`config.mk`:
```
export PLATFORM = sky130hd
export DESIGN_NAME = mc_ctrl
export DESIGN_NICKNAME = d
export VERILOG_FILES = /design/src/rtl/mc_ctrl.sv
export SDC_FILE = /design/constraint.sdc
export NUM_CORES = 1
export LEC_CHECK = 0
export ABC_AREA = 1
export CORE_ASPECT_RATIO = 0.7
export CORE_MARGIN = 5
export CORE_UTILIZATION = 37
export CTS_BUF_LIST = sky130_fd_sc_hd__clkbuf_16
export CTS_CLUSTER_DIAMETER = 60
export CTS_CLUSTER_SIZE = 10
export DETAILED_ROUTE_END_ITERATION = 16
export PLACE_DENSITY = 0.75
export SLEW_MARGIN = 10
export SYNTH_ARGS = -nofsm -noshare
export SYNTH_HDL_FRONTEND = slang
export SYNTH_SLANG_ARGS = --single-unit
```
`constraint.sdc`:
```
create_clock -name clk -period 1.6 [get_ports clk]
set_input_delay 0.32 -clock clk [delete_from_list [all_inputs] [get_ports clk]]
set_output_delay 0.32 -clock clk [all_outputs]
set_load 0.05 [all_outputs]
```
`src/rtl/mc_ctrl.sv`:
```
// Multi-cycle MIPS control unit: a FETCH/DECODE/EXEC/MEM/WB state machine that
// produces datapath enables and selects from the current state and instruction.
module mc_ctrl (
  input  logic       clk,
  input  logic       reset,
  input  logic [5:0] Op,
  input  logic [5:0] Funct,
  input  logic       Eq,
  output logic       PCWr,
  output logic       IRWr,
  output logic       RegWr,
  output logic       MemWr,
  output logic [3:0] Aluop,
  output logic [1:0] ALUSrcB,
  output logic       ShamtSel,
  output logic [1:0] RegDst,
  output logic [1:0] WDSel,
  output logic [1:0] NPCSel,
  output logic       Retire,
  output logic [2:0] State
);

  typedef enum logic [2:0] {
    StFetch  = 3'd0,
    StDecode = 3'd1,
    StExec   = 3'd2,
    StMem    = 3'd3,
    StWb     = 3'd4
  } state_e;

  typedef enum logic [3:0] {
    InAddu, InSubu, InSll, InJr, InOri, InLw, InSw, InBeq, InLui, InJ, InJal, InNop
  } instr_e;

  state_e r_state;
  state_e w_state_d;
  instr_e w_instr;

  always_comb begin
    w_instr = InNop;
    case (Op)
      6'b000000: begin
        case (Funct)
          6'b100001: w_instr = InAddu;
          6'b100011: w_instr = InSubu;
          6'b000000: w_instr = InSll;
          6'b001000: w_instr = InJr;
          default:   w_instr = InNop;
        endcase
      end
      6'b001101: w_instr = InOri;
      6'b100011: w_instr = InLw;
      6'b101011: w_instr = InSw;
      6'b000100: w_instr = InBeq;
      6'b001111: w_instr = InLui;
      6'b000010: w_instr = InJ;
      6'b000011: w_instr = InJal;
      default:   w_instr = InNop;
    endcase
  end

  always_ff @(posedge clk) begin
    if (reset) begin
      r_state <= StFetch;
    end else begin
      r_state <= w_state_d;
    end
  end

  always_comb begin
    w_state_d = StFetch;
    PCWr      = 1'b0;
    IRWr      = 1'b0;
    RegWr     = 1'b0;
    MemWr     = 1'b0;
    Aluop     = 4'b0000;
    ALUSrcB   = 2'b00;
    ShamtSel  = 1'b0;
    RegDst    = 2'b00;
    WDSel     = 2'b00;
    NPCSel    = 2'b00;
    Retire    = 1'b0;

    case (r_state)
      StFetch: begin
        IRWr      = 1'b1;
        PCWr      = 1'b1;
        w_state_d = StDecode;
      end
      StDecode: begin
        case (w_instr)
          InJ: begin
            PCWr   = 1'b1;
            NPCSel = 2'b10;
            Retire = 1'b1;
          end
          InJal: begin
            PCWr   = 1'b1;
            NPCSel = 2'b10;
            RegWr  = 1'b1;
            RegDst = 2'b10;
            WDSel  = 2'b10;
            Retire = 1'b1;
          end
          InJr: begin
            PCWr   = 1'b1;
            NPCSel = 2'b11;
            Retire = 1'b1;
          end
          InNop:   Retire = 1'b1;
          default: w_state_d = StExec;
        endcase
      end
      StExec: begin
        case (w_instr)
          InAddu: w_state_d = StWb;
          InSubu: begin
            Aluop     = 4'b0001;
            w_state_d = StWb;
          end
          InSll: begin
            Aluop     = 4'b0100;
            w_state_d = StWb;
          end
          InOri: begin
            Aluop     = 4'b0010;
            ALUSrcB   = 2'b01;
            w_state_d = StWb;
          end
          InLui: begin
            Aluop     = 4'b0100;
            ALUSrcB   = 2'b01;
            ShamtSel  = 1'b1;
            w_state_d = StWb;
          end
          InLw, InSw: begin
            ALUSrcB   = 2'b10;
            w_state_d = StMem;
          end
          InBeq: begin
            Aluop  = 4'b0011;
            PCWr   = Eq;
            NPCSel = 2'b01;
            Retire = 1'b1;
          end
          default: w_state_d = StFetch;
        endcase
      end
      StMem: begin
        if (w_instr == InSw) begin
          MemWr  = 1'b1;
          Retire = 1'b1;
        end else begin
          w_state_d = StWb;
        end
      end
      StWb: begin
        RegWr  = 1'b1;
        Retire = 1'b1;
        case (w_instr)
          InAddu, InSubu, InSll: RegDst = 2'b01;
          InLw:                  WDSel  = 2'b01;
          default:               RegDst = 2'b00;
        endcase
      end
      default: w_state_d = StFetch;
    endcase

    // Reset silences every output so an abandoned instruction cannot write.
    if (reset) begin
      w_state_d = StFetch;
      PCWr      = 1'b0;
      IRWr      = 1'b0;
      RegWr     = 1'b0;
      MemWr     = 1'b0;
      Aluop     = 4'b0000;
      ALUSrcB   = 2'b00;
      ShamtSel  = 1'b0;
      RegDst    = 2'b00;
      WDSel     = 2'b00;
      NPCSel    = 2'b00;
      Retire    = 1'b0;
    end
  end

  assign State = r_state;

endmodule

```
==> results of run 1 <==
[synthesized netlist by cell type]
cell type / count
dfxtp_1: 3
nand2_1: 38
nor2_2: 6
clkbuf_1: 1
nand3_4: 1
nor2_4: 1
o21ai_0: 4
nand3_2: 6
nand3b_1: 2
nor3_1: 3
a211oi_1: 1
nor3b_1: 1
nor2_1: 30
conb_1: 1
buf_4: 2
xor2_1: 1
o21ai_1: 3
nand3_1: 17
inv_2: 3
inv_1: 21
and3_1: 2
a21oi_1: 8
nand2_4: 1
nand4_1: 1
[stage by stage]
step | hold WS, ns | TNS (ns) | setup slack, ns | std cells | cell area (sq um)
2_1_floorplan | 0.623 | -5.58 | -0.497 | 157 | 902
3_3_place_gp | 0.627 | -14.30 | -0.993 | 242 | 1650
3_5_place_dp | 0.634 | -15.54 | -1.09 | 242 | 1650
[kinds of logic after synthesis]
kind of cell | share of synthesized area [%]
other | 0.470
AOI/OAI and AO/OA | 10.3
and+or+nand+nor | 66.9
xor gates and xnor gates | 1.10
DFF | 7.52
buffers and inverters | 13.6
==> metrics.cfg, run 1 <==
[placed_design]
place.gp.congestion=0.921
port_buffers=34
dp_hpwl_mm=2.80

[die]
io_pins=36
rows=14
initial_core_util_pct=38.0
die_h_um=48.9
die_width_um=65.5

[logic_synthesis]
synth_top_area_cell=nand2_1
syn_inst=157
syn_avg_cell_area_sq_um=5.08
yosysWarnings=0
synth_cell_types=24
seq_area_frac_synth_pct=7.52
yosys.area.top_type_share_pct=17.9
syn_area_sq_um=798
synth_nets=172
synth_seq_cells=3
ys_top_cells_by_area=nand2_1, nor2_1, nand3_1, inv_1, dfxtp_1

[clock_network]
clock_path_buffers=2
clock-root-buffer=clkbuf_16
h-tree-depth=1
cts.sinks=3
cts_setup_buffers=22
numCtsBuffers=3
ctsHoldBuffers=0
cts_resized=140

[outcome]
status=did not finish
stop_stage=4_1_cts
tool.error=[ERROR DPL-0038] Utilization greater than 100%, impossible to legalize

==> inputs of run 2 (changes only) <==
==> config.mk (replaced) <==
export PLATFORM = sky130hd
export DESIGN_NAME = mc_ctrl
export DESIGN_NICKNAME = d
export VERILOG_FILES = /design/src/rtl/mc_ctrl.sv
export SDC_FILE = /design/constraint.sdc
export NUM_CORES = 1
export LEC_CHECK = 0
export ABC_AREA = 1
export CORE_AREA = 5 5 66 68
export DETAILED_ROUTE_END_ITERATION = 16
export DIE_AREA = 0 0 71 73
export PLACE_DENSITY_LB_ADDON = 0.15
export SLEW_MARGIN = 10
export SYNTH_ARGS = -nofsm -noshare
export SYNTH_HDL_FRONTEND = slang
export SYNTH_SLANG_ARGS = --single-unit
==> constraint.sdc (replaced) <==
create_clock -name clk -period 2.1 [get_ports clk]
set_input_delay 0.42 -clock clk [delete_from_list [all_inputs] [get_ports clk]]
set_output_delay 0.42 -clock clk [all_outputs]
set_load 0.05 [all_outputs]
==> run 2 against run 1 <==
The flow now finishes, with violations (negative setup slack). Synthesized cell count did not move. Synthesized area did not move.
==> metrics.cfg, run 2 <==
[clock_network]
cts_tree=done
cts.sinks=3
clock_path_buffers=2
clock-root-buffer=clkbuf_8
h-tree-depth=1
numCtsBuffers=3
insertion_delay_ns=0.21
ctsHoldBuffers=0
path_clk_slew_ns=0.03

[logic_synthesis]
synthArstFlopShare_pct=0
synth.cells.most_frequent=nand2_1, nor2_1, inv_1
synth_cell_types=24
synth_nets=172
synth-main-ff-cell=dfxtp_1
synth_top_family_by_area=simple AND/OR/NAND/NOR gates
yosys.area_share.simple_pct=66.9
synth_mux_area_share_pct=0
yosys.area_share.adder_pct=0
seq_area_frac_synth_pct=7.52
synth_top_area_cell=nand2_1
synth_compound_area_share_pct=10.3
yosysWarnings=0
ys_top_cells_by_area=nand2_1, nor2_1, nand3_1, inv_1, dfxtp_1
yosys.area.top_type_share_pct=17.9
syn_avg_cell_area_sq_um=5.08
synth.most_common_cell=nand2_1
syn_inst=157
syn_area_sq_um=798
synth_seq_cells=3
synth-xor-area-share_pct=1.10
synth_edf_count=0

[route]
vias=1309
dr.pass1.iters=4
viasPerCell=4.55
wire_per_inst_um=12.0
drc=0
detail-route-antenna-nets=0
drt_iter0_markers=41
drt_wl_total_mm=3.45

[sta]
setup_violations=11
finalCritPeriodShare_pct=111
period_needed_ns=2.33
timing.slew.headroom_pct=65.6
drv_slew=0
tightest_slew_ns=0.514
fin_ws_ns=-0.232
fin_skew_ns=0.00136
fin_setup_tns_ns=-2.16
grt_setup_unrepaired=yes
finalHoldViolations=0
max_freq_mhz=429

[power_and_ir_drop]
power_leakage_nw=0.894
power.density_nw_per_um2=236
vdd_drop_max_uv=145
fin_total_pwr_mw=0.500

[layout]
nNetsFinal=254
ff_latch_area_sq_um=60.1
multi_input_area_sq_um=970
syn2layout_area_growth_pct=165
drive_above_1_share_pct=65.1
antenna_cells=0
final_cells=288
fill_cells=368
layout_commonest_cell=buf_4
mostFrequentLayoutCells=buf_4, nand2_1, buf_12, inv_1
largest_reg_flops=3
finish.utilization_pct=55.7
final_cell_area_sq_um=2120

[critical_path]
crit_required_ns=1.68
crit_slowest_cell=buf_12
crit_type=input port to primary output
cp-end-kind=primary output
reg2reg_depth=7
cp_slowest_stage_delay_ns=0.15
start_kind=input port
cp.arrival_ns=1.91
critPathMaxFanout=7
crit_path_cell_trace=buf_8 -> nor2_4 -> buf_12 -> nand3_4 -> nand2_4 -> nor2_4 -> nand2_4 -> nand3_4 -> nand3_4 -> nand2_2 -> nand2_2 -> nand3_2 -> nand2_2 -> clkinvlp_4 -> buf_12

[die]
die_width_um=71
io_pins=36
die_h_um=73
initial_core_util_pct=21.0
die_area_sq_um=5180
coreArea_sq_um=3800
rows=23

[global_routing]
overflow=0
grtUsageTotal_pct=13.6
grt_pass1_wl_mm=5.93
antenna_found_initial=0
grt_pass1_vias=1387
grt_max_degree=8

[outcome]
violations=negative setup slack
status=finished, violations left

[placed_design]
place.gp.congestion=0.902
dp_hpwl_mm=2.55
dpl-instance-area_sq_um=1620
dp_cells=265
port_buffers=34

[run]
maxCapViolCount=0

[hold_path]
hold_path_depth=4
hp-class=flip-flop to flip-flop

## run 2: cell counts after synthesis
Identical to the previous run, type by type.
## run 2: stage by stage
step                      setup slack [ns]  hold WS, ns
after floorplan                     -0.204        0.723
after global placement              -0.681        0.616
after detailed placement            -0.715        0.615
after CTS                           -0.223        0.621
after global routing                -0.323        0.697
final                               -0.232        0.628
## run 2: critical path: cells and delay by family
family | cells | cell delay (ns)
and+or+nand+nor | 11 | 0.99
buffers and inverters | 4 | 0.48
## run 2: cell families (layout without fill, tap and decap cells)
kind of cell | after synthesis | count (layout)
flops | 3 | 3
compound gates | 16 | 16
buf+inv | 27 | 108
simple gates | 109 | 109
xor+xnor | 1 | 1
other cells | 1 | 1
## run 2: metal layers
layer / share of wire [%] / vias up / GRT usage [%]
met5: 0 / - / 0
met4: 1.9 / 0 / 3.13
met3: 4.4 / 8 / 2.20
met2: 59 / 30 / 28.4
met1: 35 / 613 / 13.9
li1: - / 658 / -
## run 2: worst paths after layout
check / start / endpoint / slack, ns
hold / removal: State[1] / State[2] / 0.63
setup reg to reg: State[1] / State[1] / 0.71
setup / recovery: Op[5] / PCWr / -0.23
hold reg to reg: State[1] / State[2] / 0.63
## run 2: final cells by class
cell class | instances | area share (%)
Timing Repair Buffer | 80 | 41.7
Inverter | 24 | 4.55
Multi-Input combinational cell | 127 | 45.8
Sequential cell | 3 | 2.84
Tap cell | 50 | 2.96
Clock buffer | 4 | 2.13
## run 2: power breakdown
group | total [mW] | switching (mW) | internal, mW
clock | 0.166 | 0.0370 | 0.129
combinational | 0.272 | 0.154 | 0.118
sequential | 0.0618 | 0.00215 | 0.0596
## run 2: timing repair
item                                    CTS  global route
pin swaps                                41            15
endpoints found under the setup margin   18            16
buffers inserted                         16             3
gates resized for setup                 116            16
endpoints found under the hold margin     0             0
Note: power is estimated with default switching activity, not from simulation.
